<file path="src/rtl/seg_pkg.sv">
// Shared types and constants for the 7-segment scroll controller.
package seg_pkg;

  typedef enum logic [1:0] {
    IDLE  = 2'd0,
    RUN   = 2'd1,
    PAUSE = 2'd2,
    EXT   = 2'd3
  } state_t;

  localparam logic [6:0] SEG_BLANK = 7'b0000000;

  // Power-on contents of the character table (bit6=a ... bit0=g).
  function automatic logic [6:0] default_msg(input logic [2:0] i);
    logic [6:0] v;
    case (i)
      3'd0:    v = 7'b0110000;
      3'd1:    v = 7'b1111011;
      3'd2:    v = 7'b1111110;
      3'd3:    v = 7'b1111001;
      3'd4:    v = 7'b1111110;
      3'd5:    v = 7'b0110011;
      3'd6:    v = 7'b0110000;
      default: v = 7'b1111011;
    endcase
    return v;
  endfunction

endpackage

</file>
<file path="src/rtl/seg_tick_div.sv">
// Rate divider: one-cycle tick every DIV_MAX+1 cycles while run is high.
// Counter is held at zero whenever run is low or clr is asserted.
module seg_tick_div #(
  parameter int DIV_MAX = 2,
  parameter int CNT_W   = 32
) (
  input  logic clk,
  input  logic rst,
  input  logic run,
  input  logic clr,
  output logic tick
);

  logic [CNT_W-1:0] cnt;

  assign tick = run && (cnt == CNT_W'(DIV_MAX));

  // Free-running count while enabled, wrapping to zero on the tick.
  always_ff @(posedge clk) begin
    if (rst || clr || !run) cnt <= '0;
    else if (tick)          cnt <= '0;
    else                    cnt <= cnt + CNT_W'(1);
  end

endmodule

</file>
<file path="src/rtl/seg_scroll_ctrl.sv">
// Scroll scheduler for a single 7-segment digit: steps an 8-entry writable
// character table at the divided rate and lends the display to one external
// requester. Optional macro SEG_BLINK_EN makes the paused character blink.
module seg_scroll_ctrl
  import seg_pkg::*;
#(
  parameter int DIV_MAX = 2,
  parameter int CNT_W   = 32
) (
  input  logic       clk,
  input  logic       rst,
  input  logic       start,
  input  logic       stop,
  input  logic       pause,
  input  logic       wr_en,
  input  logic [2:0] wr_addr,
  input  logic [6:0] wr_data,
  input  logic       ext_req,
  input  logic [6:0] ext_seg,
  output logic       ext_grant,
  output logic [6:0] out,
  output logic       sel,
  output logic [2:0] idx,
  output logic       wrap,
  output logic       busy
);

  state_t     state;
  state_t     saved;
  logic [6:0] tbl [8];
  logic       tick;
  logic       run;
  logic       clr;
  logic [6:0] shown;

`ifdef SEG_BLINK_EN
  logic       blink_off;
  assign run   = (state == RUN) || (state == PAUSE);
  assign shown = (state == PAUSE && blink_off) ? SEG_BLANK : tbl[idx];
`else
  assign run   = (state == RUN);
  assign shown = tbl[idx];
`endif

  // Restart the period on every RUN/PAUSE boundary and on abort.
  assign clr  = stop || (state == RUN && pause) || (state == PAUSE && !pause);
  assign busy = (state != IDLE);
  assign sel  = 1'b0;

  seg_tick_div #(.DIV_MAX(DIV_MAX), .CNT_W(CNT_W)) u_div (
    .clk  (clk),
    .rst  (rst),
    .run  (run),
    .clr  (clr),
    .tick (tick)
  );

  // Scheduler FSM, character table and registered display drive.
  always_ff @(posedge clk) begin
    if (rst) begin
      state     <= IDLE;
      saved     <= IDLE;
      idx       <= 3'd0;
      out       <= SEG_BLANK;
      ext_grant <= 1'b0;
      wrap      <= 1'b0;
`ifdef SEG_BLINK_EN
      blink_off <= 1'b0;
`endif
      for (int i = 0; i < 8; i++) tbl[i] <= default_msg(3'(i));
    end else begin
      wrap <= 1'b0;
      if (wr_en) tbl[wr_addr] <= wr_data;

      // Display follows the current state; abort blanks immediately.
      case (state)
        IDLE:    out <= SEG_BLANK;
        EXT:     out <= ext_seg;
        default: out <= shown;
      endcase

      if (stop) begin
        state     <= IDLE;
        idx       <= 3'd0;
        ext_grant <= 1'b0;
        out       <= SEG_BLANK;
      end else begin
        case (state)
          IDLE: begin
            if (ext_req) begin
              state     <= EXT;
              saved     <= IDLE;
              ext_grant <= 1'b1;
            end else if (start) begin
              state <= RUN;
              idx   <= 3'd0;
            end
          end
          RUN: begin
            // External grant waits for the period boundary and eats that step.
            if (tick && ext_req) begin
              state     <= EXT;
              saved     <= RUN;
              ext_grant <= 1'b1;
            end else if (pause) begin
              state <= PAUSE;
`ifdef SEG_BLINK_EN
              blink_off <= 1'b0;
`endif
            end else if (tick) begin
              idx  <= idx + 3'd1;
              wrap <= (idx == 3'd7);
            end
          end
          PAUSE: begin
            if (ext_req) begin
              state     <= EXT;
              saved     <= PAUSE;
              ext_grant <= 1'b1;
            end else if (!pause) begin
              state <= RUN;
            end
`ifdef SEG_BLINK_EN
            else if (tick) begin
              blink_off <= ~blink_off;
            end
`endif
          end
          default: begin
            if (!ext_req) begin
              state     <= saved;
              ext_grant <= 1'b0;
            end
          end
        endcase
      end
    end
  end

endmodule

</file>
<file path="config.mk">
export PLATFORM = sky130hd
export DESIGN_NAME = seg_scroll_ctrl
export DESIGN_NICKNAME = d
export VERILOG_FILES = /design/src/rtl/seg_pkg.sv /design/src/rtl/seg_tick_div.sv /design/src/rtl/seg_scroll_ctrl.sv
export SDC_FILE = /design/constraint.sdc
export NUM_CORES = 1
export LEC_CHECK = 0
export CAP_MARGIN = 5
export CORE_UTILIZATION = 50
export CTS_BUF_LIST = sky130_fd_sc_hd__clkbuf_8
export DETAILED_ROUTE_END_ITERATION = 8
export GPL_ROUTABILITY_DRIVEN = 1
export MAX_ROUTING_LAYER = met4
export PLACE_DENSITY = 0.75
export SYNTH_ARGS = -nofsm -noshare
export SYNTH_HDL_FRONTEND = slang
export SYNTH_SLANG_ARGS = --single-unit
</file>
<file path="constraint.sdc">
create_clock -name clk -period 3.8 [get_ports clk]
set_clock_uncertainty 0.1 [all_clocks]
set_input_delay 0.76 -clock clk [delete_from_list [all_inputs] [get_ports clk]]
set_output_delay 0.76 -clock clk [all_outputs]
set_load 0.01 [all_outputs]
</file>
After elaboration in Yosys (flattened, before gate mapping) --
Memories as Yosys holds them, arrays and structs flattened. A register that Yosys moved wholly into a read port is not among the register bits. Cells that the tools add are included. W data, S select, Z words.
Storage, ports and cells: flip-flop bits (word level) 48, memory bits (writable) 56, input port bits 24, word-level logic and storage cells 93, memories kept 1
Operators by class: add/subtract/negate cells 2, equal/unequal tests 19, multiplexer cells 38, bitwise gates (word level) 3, reductions and logical operators 23
Memories:
- tbl | words 8, width 7, rd ports 1, clocked after Yosys merged registers in 1, write ports 8, line seg_scroll_ctrl.sv:30 | logic [6:0] tbl [8];
Operators by type and width (number):
- $mux W7 | 6
- $add A32 B1 Y32 const B | 1
- $eq A32 B2 Y1 const B | 1
- $mux W3 | 8
- $mux W2 | 10
- $ne A2 B2 Y1 const B | 8
- $pmux W7 S2 | 1
- $pmux W2 S3 | 2
- $mux W1 | 9
- $ne A3 B3 Y1 const B | 3
- $reduce_or A7 Y1 | 1
- $pmux W3 S2 | 1
- $reduce_and A6 Y1 | 1
- $reduce_or A2 Y1 | 3
- $reduce_or A6 Y1 | 1
- $reduce_and A5 Y1 | 1
- $eq A2 B2 Y1 const B | 2
- $logic_and A1 B1 Y1 | 4
- $logic_or A1 B1 Y1 | 4
- $ne A4 B1 Y1 const B | 1
- $reduce_and A4 Y1 | 1
- $reduce_bool A2 Y1 | 2
- $add A3 B1 Y3 const B | 1
- $eq A3 B3 Y1 const B | 1
- other kinds (9) | 12

Logic depth before layout (Yosys ltp) --
word-level depth 8, gate-level depth with buffers 9, depth with buffers taken out 7

Modules after synthesis --
Synthesis repeated with hierarchy kept, for this count alone.
Unflattened totals: cells, all modules 478, area total of the unflattened synthesis 5207.5 um^2
Modules (own cells, without submodules):
- seg_scroll_ctrl | times used 1, cells each 285, area an instance 3603.5 um^2
- seg_tick_div | times used 1, cells each 193, area an instance 1604.0 um^2

Least setup slack after synthesis --
No wires, ideal clock.
path type input-to-reg, start point input rst, end point memory tbl[2][0] (enable), library setup time 0.308 ns, arrival 1.911 ns, path slack 1.482 ns, stages on the path 3, path buffers 1, path through clkbuf_1 > nor4_1 > or2_2
RTL lines:
- from (decl) | line seg_scroll_ctrl.sv:11 | input logic rst,
- to (decl) | line seg_scroll_ctrl.sv:30

Worst setup path in the final report --
start point register state[0], end point output busy
Between the ends: longest elaborated chain between the ends 1
Ends and longest elaborated chain:
- from (decl) | line seg_scroll_ctrl.sv:28 | state_t state;
- from (signal assigned) | line seg_scroll_ctrl.sv:131 | state <= saved;
- $reduce_bool A2 Y1 | line seg_scroll_ctrl.sv:47 | assign busy = (state != IDLE);
- to (decl) | line seg_scroll_ctrl.sv:25 | output logic busy
No other way between the ends.

==> flow_metrics.env <==
export IMPL_cap_violations=0
export IMPL_utilization_pct=58.6
export IMPL_io_buffers=36
export IMPL_grt_pass1_vias=3334
export IMPL_synth_main_ff_cell="edfxtp_1"
export IMPL_num_rows=36
export IMPL_drc=0
export IMPL_hold_path_class="register to register"
export IMPL_ir_worst_vdd_uv=188
export IMPL_cts_resized=0
export IMPL_htree_levels=3
export IMPL_cts_tree="built"
export IMPL_cp_cell_sequence="inv_1, ha_1, inv_1, clkdlybuf4s50_1"
export IMPL_finalWirelength_mm=10.8
export IMPL_vias=3416
export IMPL_start_util_pct=51.9
export IMPL_synthCells=439
export IMPL_synth_fp_nets=473
export IMPL_hold_slack_ns=0.373
export IMPL_dr_pass1_iters=4
export IMPL_max_stage_delay_ns=0.55
export IMPL_yosysWarnings=0
export IMPL_critPathArrivalTime_ns=1.84
export IMPL_pwr_density_cell_nw_per_um2=383
export IMPL_core_sq_um=9860
export IMPL_diodes=0
export IMPL_min_period_ns=2.70
export IMPL_crit_buf_inv=3
export IMPL_synth_most_common_cell="edfxtp_1"
export IMPL_grt_overflow=0
export IMPL_postCtsSetupRepairBufs=0
export IMPL_postCtsHoldBufs=0
export IMPL_slew_viol_final=0
export IMPL_clock_sinks=107
export IMPL_ys_seq_area_share_pct=52.8
export IMPL_ant_nets=0
export IMPL_via_per_inst=5.58
export IMPL_cp_data_required_time_ns=2.94
export IMPL_p_leak_nw=1.93
export IMPL_dieWidth_microns=103
export IMPL_worstSkewPairLatency_ns=0.38
export IMPL_yosys_area_top_type="edfxtp_1"
export IMPL_slew_headroom_pct=46.0
export IMPL_syn_area_sq_um=5120
export IMPL_grt_usage_pct=22.9
export IMPL_finalCritPeriodShare_pct=71.0
export IMPL_setup_tns_ns=0
export IMPL_finalSetupViolCount=0
export IMPL_grt_pass1_wl_mm=17.1
export IMPL_synth_cell_type_count=46
export IMPL_cts_max_path_buffers=2
export IMPL_slowest_stage="clkdlybuf4s50_1"
export IMPL_regToRegStartpoint="state[1]"
export IMPL_ios=38
export IMPL_synthArstFlopShare_pct=0
export IMPL_worstMarginPinSlew_ns=0.810
export IMPL_hold_depth=2
export IMPL_synthTopCellsByArea="edfxtp_1 (33%), dfxtp_1 (20%), mux4_1 (7.2%)"
export IMPL_cts_buffers_inserted=9
export IMPL_cp_max_fo=5
export IMPL_worst_setup_path_type="register to output port"
export IMPL_cp_startpoint="state[0]"
export IMPL_critPathLaunchType="register"
export IMPL_min_delay_start="saved[0]"
export IMPL_dp_hpwl_mm=7.86
export IMPL_die_h_microns=103
export IMPL_postSynthAreaPerCell_sq_um=11.7
export IMPL_critical_path_depth=4
export IMPL_fin_nets=508
export IMPL_syn_to_final_growth_pct=12.8
export IMPL_synth_top_cell_area_share_pct=32.8
export IMPL_clkTransAtPathRegs_ns=0.10
export IMPL_root_buffer="clkbuf_8"
export IMPL_reg2reg_depth=8
export IMPL_synth_edf_count=56
export IMPL_post_drt_wl_per_cell_microns=17.7
export IMPL_gp_congestion=0.801
export IMPL_dieArea_sq_um=10700
export IMPL_ys_top_cells_by_count="edfxtp_1 (56), dfxtp_1 (51), nor2_1 (51)"
export IMPL_num_fill_cells=814
export IMPL_hold_viol_final=0
export IMPL_antenna_found_initial=0
export IMPL_crit_top_cell="inv_1"
export IMPL_crit_family="buffers and inverters"
export IMPL_grt_max_degree=33
export IMPL_crit_path_end_kind="output port"
export IMPL_drtIter0Drc=295
export IMPL_maxClockFrequency_mhz=370
export IMPL_rsz0062_at_grt="false"
export IMPL_synth_ff_latch_count=107
export IMPL_status="finished clean"
export IMPL_final_layout_size_suffix_gt1_share_pct=9.60
[power breakdown]
part / switching (mW) / total, mW / internal [mW]
sequential: 0.0202 / 1.28 / 1.26
combinational: 0.105 / 0.197 / 0.0926
clock: 0.406 / 0.737 / 0.330
[registers in the layout (all words and copies together) (netlist names), named ones only]
signal / count
wrap: 1
state: 2
u_div.cnt: 32
ext_grant: 1
tbl: 56
saved: 2
out: 7
idx: 3
[cell families after synthesis]
group           Yosys count  share of synthesized area [%]
compound gates           23                           3.20
xor+xnor                 30                           5.13
fa+ha+maj                10                           2.44
buf+inv                  28                           3.32
flops                   107                           52.8
mux                      30                           10.5
other cells               1                         0.0732
simple gates            210                           22.6
[cell usage in the layout, fill, tap and decap left out, types with 9 or more instances in the layout]
cell type	n
nand4_1	9
dfxtp_1	51
clkdlybuf4s50_1	36
mux4_1	14
and4_1	10
or2_2	12
nor3_1	13
nand3_1	17
xnor2_1	15
clkbuf_8	10
nand2_1	16
edfxtp_1	56
xor2_1	15
nand2b_1	31
mux2i_1	10
nor4_1	12
nor2_1	51
and2_1	17
ha_1	10
[worst paths after layout]
check / slack, ns / endpoint
worst max-delay path: 1.10 / busy
worst min-delay path: 0.37 / saved[0]
worst max register to register: 1.16 / u_div.cnt[23]
worst min register to register: 0.37 / saved[0]
[tightest hold or removal path: cells and delay by family (launching register included)]
family           cells  cell delay [ns]
flip-flops           1             0.32
multiplexers         1             0.05
AND/OR/NAND/NOR      1             0.06
[stage by stage]
step | setup WS [ns] | cells | power, mW | cell area [sq um]
3_3_place_gp | 1.03 | 596 | 1.49 | 5570
6_report | 1.10 | 612 | 2.21 | 5780
2_1_floorplan | 1.48 | 439 | 1.41 | 5120
4_1_cts | 1.07 | 612 | 2.22 | 5780
5_1_grt | 0.940 | 612 | 2.29 | 5780
3_5_place_dp | 0.912 | 596 | 1.50 | 5570
[per-layer routing]
| metal | wire (microns) | part of all wire, % | vias up | GRT usage (%) |
|---|---|---|---|---|
| li1 | - | - | 1665 | - |
| met1 | 5130 | 47 | 1668 | 31.8 |
| met2 | 5110 | 47 | 72 | 34.1 |
| met3 | 450 | 4.2 | 11 | 4.50 |
| met4 | 114 | 1.1 | 0 | 6.83 |
| met5 | 0 | 0 | - | - |
[final cells by class]
| cell class | instances | area, sq um | share of cell area, % |
|---|---|---|---|
| sequential | 107 | 2700 | 46.8 |
| multi-input combinational | 304 | 2250 | 38.9 |
| timing repair buffer | 44 | 420 | 7.28 |
| tap | 133 | 166 | 2.88 |
| clock buffer | 10 | 138 | 2.38 |
| clock inverter | 6 | 71.3 | 1.23 |
| inverter | 8 | 30.0 | 0.520 |
Power figures use the tool's default switching activity.
